`src/rtl/key_conditioner_pkg.sv`:
```
// key_conditioner_pkg: shared stopwatch key-conditioning defaults, counter widths and event type
package key_conditioner_pkg;
  localparam int SAMPLE_DIV_DEF     = 1250000;
  localparam int STABLE_SAMPLES_DEF = 3;
  localparam int LONG_SAMPLES_DEF   = 80;
  function automatic int cw(input int n);
    return (n < 2) ? 1 : $clog2(n);
  endfunction
  localparam int TICK_W_DEF  = cw(SAMPLE_DIV_DEF);
  localparam int AGREE_W_DEF = cw(STABLE_SAMPLES_DEF + 1);
  localparam int HOLD_W_DEF  = cw(LONG_SAMPLES_DEF + 1);
  typedef struct packed {
    logic press;
    logic press_nxt;
    logic down;
  } key_evt_t;
endpackage

```
`src/rtl/key_debounce_channel.sv`:
```
// key_debounce_channel: synchronize, debounce and edge-detect one active-low pushbutton
module key_debounce_channel
  import key_conditioner_pkg::*;
#(
  parameter int STABLE_SAMPLES = STABLE_SAMPLES_DEF
) (
  input  logic     clk,
  input  logic     rst_n,
  input  logic     key_n,
  input  logic     tick,
  output key_evt_t evt
);
  localparam int AW = cw(STABLE_SAMPLES + 1);
  logic          sync1_q, sync2_q, stable_q, armed_q, press_q, down_q;
  logic          stable_d, armed_d, press_d, down_d;
  logic [1:0]    rdy_q, rdy_d;
  logic [AW-1:0] agree_q, agree_d;
  logic          diff, flip, rise;
  // armed_q blocks a press from a key that was already down when reset was released
  always_comb begin
    diff     = sync2_q != stable_q;
    flip     = tick && diff && (agree_q == AW'(STABLE_SAMPLES - 1));
    rise     = flip && !stable_q;
    agree_d  = !tick ? agree_q : (!diff || flip) ? '0 : agree_q + 1'b1;
    stable_d = stable_q ^ flip;
    press_d  = flip && stable_q && armed_q;
    armed_d  = armed_q || rise || (tick && rdy_q[1] && !diff && stable_q);
    down_d   = press_d || (down_q && !rise);
    rdy_d    = {rdy_q[0], 1'b1};
  end
  always_ff @(posedge clk or negedge rst_n)
    if (!rst_n) begin
      sync1_q  <= 1'b1;
      sync2_q  <= 1'b1;
      rdy_q    <= '0;
      agree_q  <= '0;
      stable_q <= 1'b1;
      armed_q  <= 1'b0;
      press_q  <= 1'b0;
      down_q   <= 1'b0;
    end else begin
      sync1_q  <= key_n;
      sync2_q  <= sync1_q;
      rdy_q    <= rdy_d;
      agree_q  <= agree_d;
      stable_q <= stable_d;
      armed_q  <= armed_d;
      press_q  <= press_d;
      down_q   <= down_d;
    end
  assign evt = '{press: press_q, press_nxt: press_d, down: down_q};
endmodule

```
`src/rtl/key_conditioner.sv`:
```
// key_conditioner: debounced start/pause and display keys driving run/freeze levels and strobes
module key_conditioner
  import key_conditioner_pkg::*;
#(
  parameter int SAMPLE_DIV     = SAMPLE_DIV_DEF,
  parameter int STABLE_SAMPLES = STABLE_SAMPLES_DEF,
  parameter int LONG_SAMPLES   = LONG_SAMPLES_DEF
) (
  input  logic CLOCK_50,
  input  logic key_reset,
  input  logic key_start_pause,
  input  logic key_display_stop,
  output logic run,
  output logic freeze,
  output logic start_pulse,
  output logic display_pulse,
  output logic clear_pulse,
  output logic sample_tick
);
  localparam int TW = cw(SAMPLE_DIV);
  localparam int HW = cw(LONG_SAMPLES + 1);
  key_evt_t      sp, dp;
  logic [TW-1:0] cnt_q, cnt_d;
  logic [HW-1:0] hold_q, hold_d;
  logic          clear_q, clear_d, run_q, run_d, freeze_q, freeze_d;
  logic          unused_dp_down;
  key_debounce_channel #(.STABLE_SAMPLES(STABLE_SAMPLES)) u_start (
    .clk(CLOCK_50), .rst_n(key_reset), .key_n(key_start_pause), .tick(sample_tick), .evt(sp)
  );
  key_debounce_channel #(.STABLE_SAMPLES(STABLE_SAMPLES)) u_display (
    .clk(CLOCK_50), .rst_n(key_reset), .key_n(key_display_stop), .tick(sample_tick), .evt(dp)
  );
  // hold only counts presses that were accepted, so a key held through reset never clears
  always_comb begin
    sample_tick = cnt_q == TW'(SAMPLE_DIV - 1);
    cnt_d       = sample_tick ? '0 : cnt_q + 1'b1;
    clear_d     = sp.down && sample_tick && (hold_q == HW'(LONG_SAMPLES - 1));
    hold_d      = !sp.down ? '0 : (sample_tick && hold_q != HW'(LONG_SAMPLES)) ? hold_q + 1'b1 : hold_q;
    run_d       = !clear_d && (run_q ^ sp.press_nxt);
    freeze_d    = !clear_d && (freeze_q ^ dp.press_nxt);
  end
  always_ff @(posedge CLOCK_50 or negedge key_reset)
    if (!key_reset) begin
      cnt_q    <= '0;
      hold_q   <= '0;
      clear_q  <= 1'b0;
      run_q    <= 1'b0;
      freeze_q <= 1'b0;
    end else begin
      cnt_q    <= cnt_d;
      hold_q   <= hold_d;
      clear_q  <= clear_d;
      run_q    <= run_d;
      freeze_q <= freeze_d;
    end
  assign unused_dp_down = dp.down;
  assign run            = run_q;
  assign freeze         = freeze_q;
  assign start_pulse    = sp.press;
  assign display_pulse  = dp.press;
  assign clear_pulse    = clear_q;
endmodule

```
`config.mk`:
```
export PLATFORM = sky130hd
export DESIGN_NAME = key_conditioner
export DESIGN_NICKNAME = d
export VERILOG_FILES = /design/src/rtl/key_conditioner_pkg.sv /design/src/rtl/key_debounce_channel.sv /design/src/rtl/key_conditioner.sv
export SDC_FILE = /design/constraint.sdc
export NUM_CORES = 1
export LEC_CHECK = 0
export ABC_CLOCK_PERIOD_IN_PS = 2400
export CORE_UTILIZATION = 50
export DETAILED_ROUTE_END_ITERATION = 12
export PLACE_DENSITY_LB_ADDON = 0.3
export SETUP_SLACK_MARGIN = 0.3
export SLEW_MARGIN = 20
export SYNTH_ARGS = -nofsm -noshare
export SYNTH_HDL_FRONTEND = slang
export SYNTH_SLANG_ARGS = --single-unit
```
`constraint.sdc`:
```
create_clock -name CLOCK_50 -period 2.4 [get_ports CLOCK_50]
set_clock_uncertainty 0.05 [all_clocks]
set_input_delay 0.48 -clock CLOCK_50 [delete_from_list [all_inputs] [get_ports CLOCK_50]]
set_output_delay 0.48 -clock CLOCK_50 [all_outputs]
set_load 0.01 [all_outputs]
```
### Yosys cells after proc, flatten, opt, wreduce, memory -nomap -nowiden

Index checks and enable logic that the tools add are counted.

* latch bits: 0
* word-level logic and storage cells: 76
* output and inout bits: 6
* input port bits: 4
* memories: 0
* memory bits (writable): 0
* flip-flop bits (word level): 50
* ROM bits: 0

* magnitude comparators: 0
* equal/unequal tests: 8
* $mul: 0
* bitwise gates (word level): 4
* reductions and logical operators: 35
* divide/modulo/power cells: 0
* shifts and indexed selects: 0
* $add $sub $neg: 4
* multiplexer cells: 5

Operator list (number)
* $logic_and 1x1->1: 22
* $add 21x1->21 const B: 1
* $eq 21x21->1 const B: 1
* $mux 21: 1
* $mux 7: 2
* $add 7x1->7 const B: 1
* $eq 7x7->1 const B: 1
* $logic_or 1x1->1: 7
* $ne 7x7->1 const B: 1
* $logic_not 1->1: 6
* $add 2x1->2 const B: 2
* $eq 2x2->1 const B: 2
* $mux 2: 2
* $xor 1x1->1: 4
* $ne 1x1->1: 2
* $ne 2x2->1 const B: 1

### Longest topological paths before layout

Gate-level depths: netlist (run 1).

* word-level depth: 7
* mapped depth: 9
* gate-level depth less buffers: 9

### By module

From an unflattened synthesis (run 1), not the netlist that was laid out.

* cell total of the unflattened synthesis: 206
* area, all modules: 2337.2 µm²

Modules (own cells, without submodules)
* key_conditioner: cells an instance 142, area an instance 1546.5 µm², instances 1, seq. area each 775.7 µm²
* key_debounce_channel: cells an instance 32, area an instance 395.4 µm², instances 2, seq. area each 254.0 µm²

### Worst setup path before layout (run 1)

Ideal clock, no wire load.

* path type: flip-flop to flip-flop
* start point: reg cnt_q[4]
* end point: reg run_q (netlist: run)
* data arrival time: 1.966 ns
* clock period less this slack: 2.152 ns
* data required time: 2.214 ns
* cell stages (with the launch flop): 10
* path slack: 0.248 ns
* path buffers: 2
* library setup time: 0.136 ns
* cells stage by stage: dfrtp_1 > buf_6 > nor4_4 > nand4_4 > clkbuf_1 > nor4b_1 > ha_1 > nand2_1 > xor2_1 > nor2_1

* longest elaborated chain between the ends: 7
* elaborated cells on any way between the ends: 10
* those cells by class: eq/ne: 1; bitwise: 1; reduce/logical: 8

RTL lines
* from (decl): line key_conditioner.sv:23 `logic [TW-1:0] cnt_q, cnt_d;`
* from (signal assigned): line key_conditioner.sv:50 `cnt_q <= cnt_d;`
* $eq 21x21->1 (*): line key_conditioner.sv:35 `sample_tick = cnt_q == TW'(SAMPLE_DIV - 1);`
* $logic_and 1x1->1 (2 in series): line key_debounce_channel.sv:22 `flip = tick && diff && (agree_q == AW'(STABLE_SAMPLES - 1));`
* $logic_and 1x1->1 (2 in series): line key_debounce_channel.sv:26 `press_d = flip && stable_q && armed_q;`
* $xor 1x1->1: line key_conditioner.sv:39 `run_d = !clear_d && (run_q ^ sp.press_nxt);`
* $logic_and 1x1->1 (*): line key_conditioner.sv:39
* named net run_d: line key_conditioner.sv:25 `logic clear_q, clear_d, run_q, run_d, freeze_q, freeze_d;`
* to (signal assigned): line key_conditioner.sv:53 `run_q <= run_d;`
* to (decl): line key_conditioner.sv:25

Mark *: on every way through the listed nets, which the timed path passes. The rest lies on a longest branch.
A chain may end at the register's enable or synchronous reset.

### Final worst setup path (run 1)

* start point: reg cnt_q[13]
* end point: reg run_q (netlist: run)

The elaborated chain is that of the path after synthesis.

==> results of run 1 <==
## placed cells by master (no fill, tap or decap), drive strengths merged, types with 8 or more instances in the layout
master  instances
and4            9
nor2           13
dfrtp          42
nand4           9
xor2           11
inv            11
xnor2           9
nand3          11
buf            18
nand2           8
ha              9
## sequential cells by signal, summed over array words and instances (netlist names), 2 cells and up
name / flops
u_display.agree_q: 2
u_display.rdy_q: 2
hold_q: 7
cnt_q: 21
u_start.agree_q: 2
## routing by layer
layer  track usage [%]  routed length (um)  up-vias  part of all wire [%]
li1                  -                   -      770                     -
met1              24.4                1900      791                    45
met2              31.6                2060       33                    49
met3              3.20                 160        9                   3.8
met4              8.39                  74        0                   1.8
met5                 0                   0        -                     0
## power by group through the flow
stage,registers (W),clock network (W),logic [W]
finish,0.000818,0.000503,0.0000238
global route,0.000819,0.000547,0.0000284
CTS,0.000818,0.000514,0.0000254
detailed placement,0.000834,0,0.0000249
global placement,0.000834,0,0.0000241
floorplan,0.000834,0,0.00000293
## per-stage QoR
stage | utilization, % | total power [W] | setup slack [ns] | cell area (um2) | instances
floorplan | - | 0.000837 | 0.304 | 2270 | 199
global placement | 56.0 | 0.000858 | 0.233 | 2440 | 262
detailed placement | 56.0 | 0.000859 | 0.194 | 2440 | 262
CTS | 59.6 | 0.00136 | 0.310 | 2590 | 275
global route | 60.9 | 0.00139 | 0.244 | 2650 | 279
finish | 60.9 | 0.00135 | 0.360 | 2650 | 279
## worst max-delay path, cell delays in order (launching register included)
cell	delay, ns
dfrtp_1	0.40
and4bb_1	0.29
nand3_1	0.19
buf_6	0.21
nor4b_4	0.30
ha_1	0.19
nand2_1	0.09
xor2_1	0.14
nor2_1	0.05
## cells by family after synthesis
group / Yosys count
flops: 48
compound gates: 24
simple gates: 78
fa+ha+maj: 9
buf+inv: 16
other cells: 1
xor+xnor: 20
mux: 3
## worst paths after layout
check,to,slack (ns)
min reg2reg,u_display.rdy_q[1],0.30
max,run,0.36
max in group asynchronous,u_display.stable_q,1.46
min,hold_q[6],0.07
min in group CLOCK_50,u_display.rdy_q[1],0.30
max reg2reg,run,0.36
## cell type report
class | count | area share, %
multi-input cells | 135 | 38.3
clock buffers | 6 | 3.11
well taps | 52 | 2.45
flip-flops and latches | 48 | 45.6
inverters | 11 | 1.56
repair buffers | 25 | 8.35
clock inverters | 2 | 0.566
## timing repair
item	CTS	global route
pin swaps	4	3
setup buffers	5	4
endpoints found under the setup margin	5	5
hold buffers	0	0
gates resized for setup	11	8
==> flow_summary.json, run 1 <==
{
  "ir_worst_vdd_v": 0.000550,
  "p_comb_share_pct": 1.8,
  "clock_sinks": 48,
  "cap_violations": 0,
  "worst-setup-path-type": "register to register",
  "antenna_cells": 0,
  "drc": 0,
  "antenna_found_initial": 0,
  "synth.most_common_cell": "dfrtp_1",
  "die_area_um2": 4790,
  "die_w_um": 69.2,
  "synth_common_cells": "42 x dfrtp_1, 13 x nor2_1, 11 x inv_1, 11 x nand3_1, 11 x xor2_1",
  "ff_latch_area_um2": 1210,
  "start_kind": "register",
  "reg2reg_depth": 8,
  "gp_congestion": 0.831,
  "static-leakage-power_nw": 1.21,
  "drive_gt1_share_pct": 21.1,
  "vias": 1603,
  "slew_viol_final": 0,
  "p_sw_w": 0.000290,
  "coreArea_um2": 4350,
  "groute.usage.overall_pct": 19.0,
  "fin_tns_setup_ns": 0,
  "io_pins": 10,
  "area_growth_pct": 17.4,
  "ys_warn_count": 0,
  "period_needed_ns": 2.04,
  "avgSynthCellArea_um2": 11.4,
  "initial_core_util_pct": 51.9,
  "dr.pass1.iters": 4,
  "worstReg2RegStart": "cnt_q[13]",
  "clk_pin_slew_worst_paths_ns": 0.09,
  "synth-compound-area-share_pct": 7.14,
  "grt_overflow": 0,
  "hold_slack_ns": 0.0743,
  "netlist_area_um2": 2260,
  "drt_iter0_drc": 77,
  "power.density_nw_per_um2": 507,
  "synth_top_flop_cell": "dfrtp_1",
  "pwr-share-seq_pct": 60.8,
  "clockPowerShare_pct": 37.4,
  "routed_wl_um": 4190,
  "cts.path.max_buffers": 2,
  "synthMuxAreaShare_pct": 1.44,
  "synth_cell_types": 41,
  "status": "finished clean",
  "synth_fa_ha_area_share_pct": 4.98,
  "yosys-top-cells-area": "dfrtp_1 46%, dfstp_2 7.0%, ha_1 5.0%",
  "multi_input_area_um2": 1020,
  "die_y_um": 69.2,
  "ant_nets": 0,
  "synth-xor-area-share_pct": 7.75,
  "synth.net_count": 212,
  "switching_share_pct": 21.5,
  "min_period_over_period_pct": 85.0,
  "critPathRequiredTime_ns": 2.53,
  "holdCritPathClass": "input pin to async pin",
  "port_buffers": 9,
  "final-setup-viol-count": 0,
  "grt_max_degree": 28,
  "yosys.area_share.simple_pct": 21.9,
  "synth_top_cell_area_share_pct": 46.5,
  "ys_ff_latch": 48,
  "rows": 24,
  "synth_top_family_by_area": "simple AND/OR/NAND/NOR gates",
  "cp-end-kind": "register",
  "hold_violations": 0,
  "wl_per_cell_um": 15.0,
  "grt_pass1_wl_um": 7340,
  "async_reset_ff_share_pct": 100,
  "htree_levels": 2,
  "grt_pass1_vias": 1635,
  "path_max_fanout": 10,
  "cts_made_buffers": 5,
  "ys_seq_area_share_pct": 53.5,
  "cts_tree": "yes",
  "max_freq_mhz": 490,
  "cts-root-buf": "clkbuf_8",
  "crit_arrival_ns": 2.17,
  "synth.largest_area_cell": "dfrtp_1",
  "nNetsFinal": 239,
  "dp_hpwl_um": 2860,
  "via_per_inst": 5.75,
  "n_fill_cell": 331,
  "crit_start": "cnt_q[13]",
  "clk_latency_ns": 0.30,
  "postSynthCellCount": 199,
  "synth-edff-count": 0,
  "intPower_w": 0.00106,
  "rsz0062_at_grt": "true"
}
Note: power is estimated with default switching activity, not from simulation.
==> run 2: changes to the inputs <==
CTS_CLUSTER_SIZE = 40   (was not set)
==> results of run 2 <==
Final layout, timing and power as in run 1 (identical DEF).
==> run 3: changes to the inputs <==
ABC_CLOCK_PERIOD_IN_PS = 1900   (was 2400)
CORE_UTILIZATION = 59   (was 50)
clock period = 1.9 ns   (was 2.4 ns; I/O delays follow)
==> flow_summary.json, run 3 (synthesis results as in run 1) <==
{
  "drc": 0,
  "slowest_stage": "dfrtp_1",
  "clk_pin_slew_worst_paths_ns": 0.10,
  "cp-end-kind": "register",
  "dr.pass1.iters": 4,
  "period_needed_ns": 2.21,
  "fin_tns_setup_ns": -3.76,
  "top_layer": "met4",
  "port_buffers": 9,
  "cts.path.max_buffers": 2,
  "max_stage_delay_ns": 0.41,
  "worst_slack_ns": -0.310,
  "initial_core_util_pct": 61.8,
  "dp_hpwl_um": 3330,
  "ant_nets": 0,
  "rows": 22,
  "via_per_inst": 6.49,
  "hold_violations": 37,
  "antenna_found_initial": 0,
  "top_regs": "cnt_q (21), hold_q (7)",
  "io_pins": 10,
  "vias": 2000,
  "slew_viol_final": 0,
  "violations": "negative hold slack, negative setup slack",
  "grt_pass1_vias": 1869,
  "worst-setup-path-type": "register to register",
  "final_util_pct": 91.1,
  "wl_per_cell_um": 24.9,
  "start_kind": "register",
  "die_area_um2": 4080,
  "hold_slack_ns": -0.0107,
  "dr_wl_met3_um": 369,
  "rsz0062_at_grt": "true",
  "grt_max_degree": 49,
  "min_period_over_period_pct": 116,
  "largest_reg_flops": 21,
  "groute.usage.overall_pct": 30.4,
  "max_freq_mhz": 452,
  "clk_latency_ns": 0.32,
  "path_max_fanout": 4,
  "power.density_nw_per_um2": 553,
  "cts_tree": "yes",
  "static-leakage-power_nw": 1.57,
  "reg2reg_slack_ns": -0.31,
  "reg2reg_depth": 9,
  "final-setup-viol-count": 30,
  "final_cell_mix": "42 x dfrtp_1, 30 x buf_4, 13 x buf_6",
  "wl_met1_um": 2780,
  "n_fill_cell": 127,
  "routed_wl_um": 7680,
  "layoutNonFillerInstCount": 308,
  "drt_iter0_drc": 191,
  "die_y_um": 63.9,
  "cts-root-buf": "clkbuf_8",
  "holdCritPathClass": "input pin to async pin",
  "grt_pass1_wl_um": 9150,
  "ir_worst_vdd_v": 0.000620,
  "worstReg2RegStart": "cnt_q[18]",
  "grt_overflow": 0,
  "critPathRequiredTime_ns": 2.06,
  "crit_arrival_ns": 2.37,
  "cp_cell_sequence": "nor3b_1 > buf_4 > nand4_4 > buf_12 > nor4b_4 > ha_2 > nand2_2 > xor2_1 > nor2_1",
  "htree_levels": 2,
  "antenna_cells": 0,
  "nNetsFinal": 272,
  "status": "finished with violations",
  "cap_violations": 0,
  "area_growth_pct": 47.6,
  "die_w_um": 63.9,
  "drive_gt1_share_pct": 48.8,
  "coreArea_um2": 3660,
  "rr_endpoint": "run",
  "final_common_cell": "dfrtp_1",
  "clock_sinks": 48,
  "dp_cells": 278,
  "gp_congestion": 0.840,
  "largest-register": "cnt_q",
  "wl_met2_um": 4090,
  "cts_made_buffers": 5
}
## run 3: cell types whose count changed in the layout (fill, tap and decap cells not counted), sizes merged
cell,delta
buf,+32
inv,+1
bufinv,+1
dlymetal6s2s,+2
clkdlybuf4s50,-5
clkinvlp,-1
dlygate4sd2,+3
## run 3: worst max path at each step
stage	startpoint	endpoint	slack (ns)
6_report	cnt_q[18]	run	-0.31
3_5_place_dp	cnt_q[1]	u_display.armed_q	-0.08
4_1_cts	cnt_q[4]	run	-0.12
2_1_floorplan	cnt_q[15]	freeze	-0.05
3_3_place_gp	cnt_q[1]	u_display.armed_q	-0.04
5_1_grt	cnt_q[18]	run	-0.39
## run 3: routing by layer
| metal | GRT usage [%] | vias up |
|---|---|---|
| li1 | - | 837 |
| met1 | 36.0 | 1038 |
| met2 | 53.1 | 89 |
| met3 | 6.25 | 36 |
| met4 | 13.6 | 0 |
| met5 | 0 | - |
## run 3: area by class of cell
class | instances | area (um2) | share of cell area [%]
Inverter | 11 | 41.3 | 1.24
Clock inverter | 3 | 46.3 | 1.39
Multi-Input combinational cell | 135 | 1330 | 40.0
Timing Repair Buffer | 58 | 578 | 17.3
Clock buffer | 5 | 68.8 | 2.06
Sequential cell | 48 | 1210 | 36.2
Tap cell | 48 | 60.1 | 1.80
## run 3: worst max-delay path, delay by kind of cell (launching register included)
family | cells | cell delay, ns
simple gates | 5 | 0.87
flops | 1 | 0.41
buf+inv | 2 | 0.37
fa+ha+maj | 1 | 0.23
xor+xnor | 1 | 0.18
## run 3: per-stage QoR
step / cell area [um2] / hold slack (ns) / power (W) / setup slack (ns)
floorplan: 2310 / 0.0344 / 0.00106 / -0.0472
global placement: 2630 / 0.282 / 0.00109 / -0.0406
detailed placement: 2630 / 0.293 / 0.00109 / -0.0839
CTS: 2970 / 0.00587 / 0.00183 / -0.116
global route: 3340 / 0.00357 / 0.00188 / -0.390
finish: 3340 / -0.0107 / 0.00185 / -0.310
## run 3: power breakdown
group	internal [W]	switching (W)
clock network	0.000397	0.000378
logic	0.0000105	0.0000254
registers	0.00103	0.00000394
total	0.00144	0.000407
## run 3: what timing repair did
| action | in CTS | in global routing |
|---|---|---|
| hold buffers | 0 | 0 |
| pin swaps | 13 | 23 |
| endpoints found under the setup margin | 28 | 38 |
| setup buffers | 8 | 13 |
| cloned | 0 | 1 |
| resized for setup | 52 | 57 |
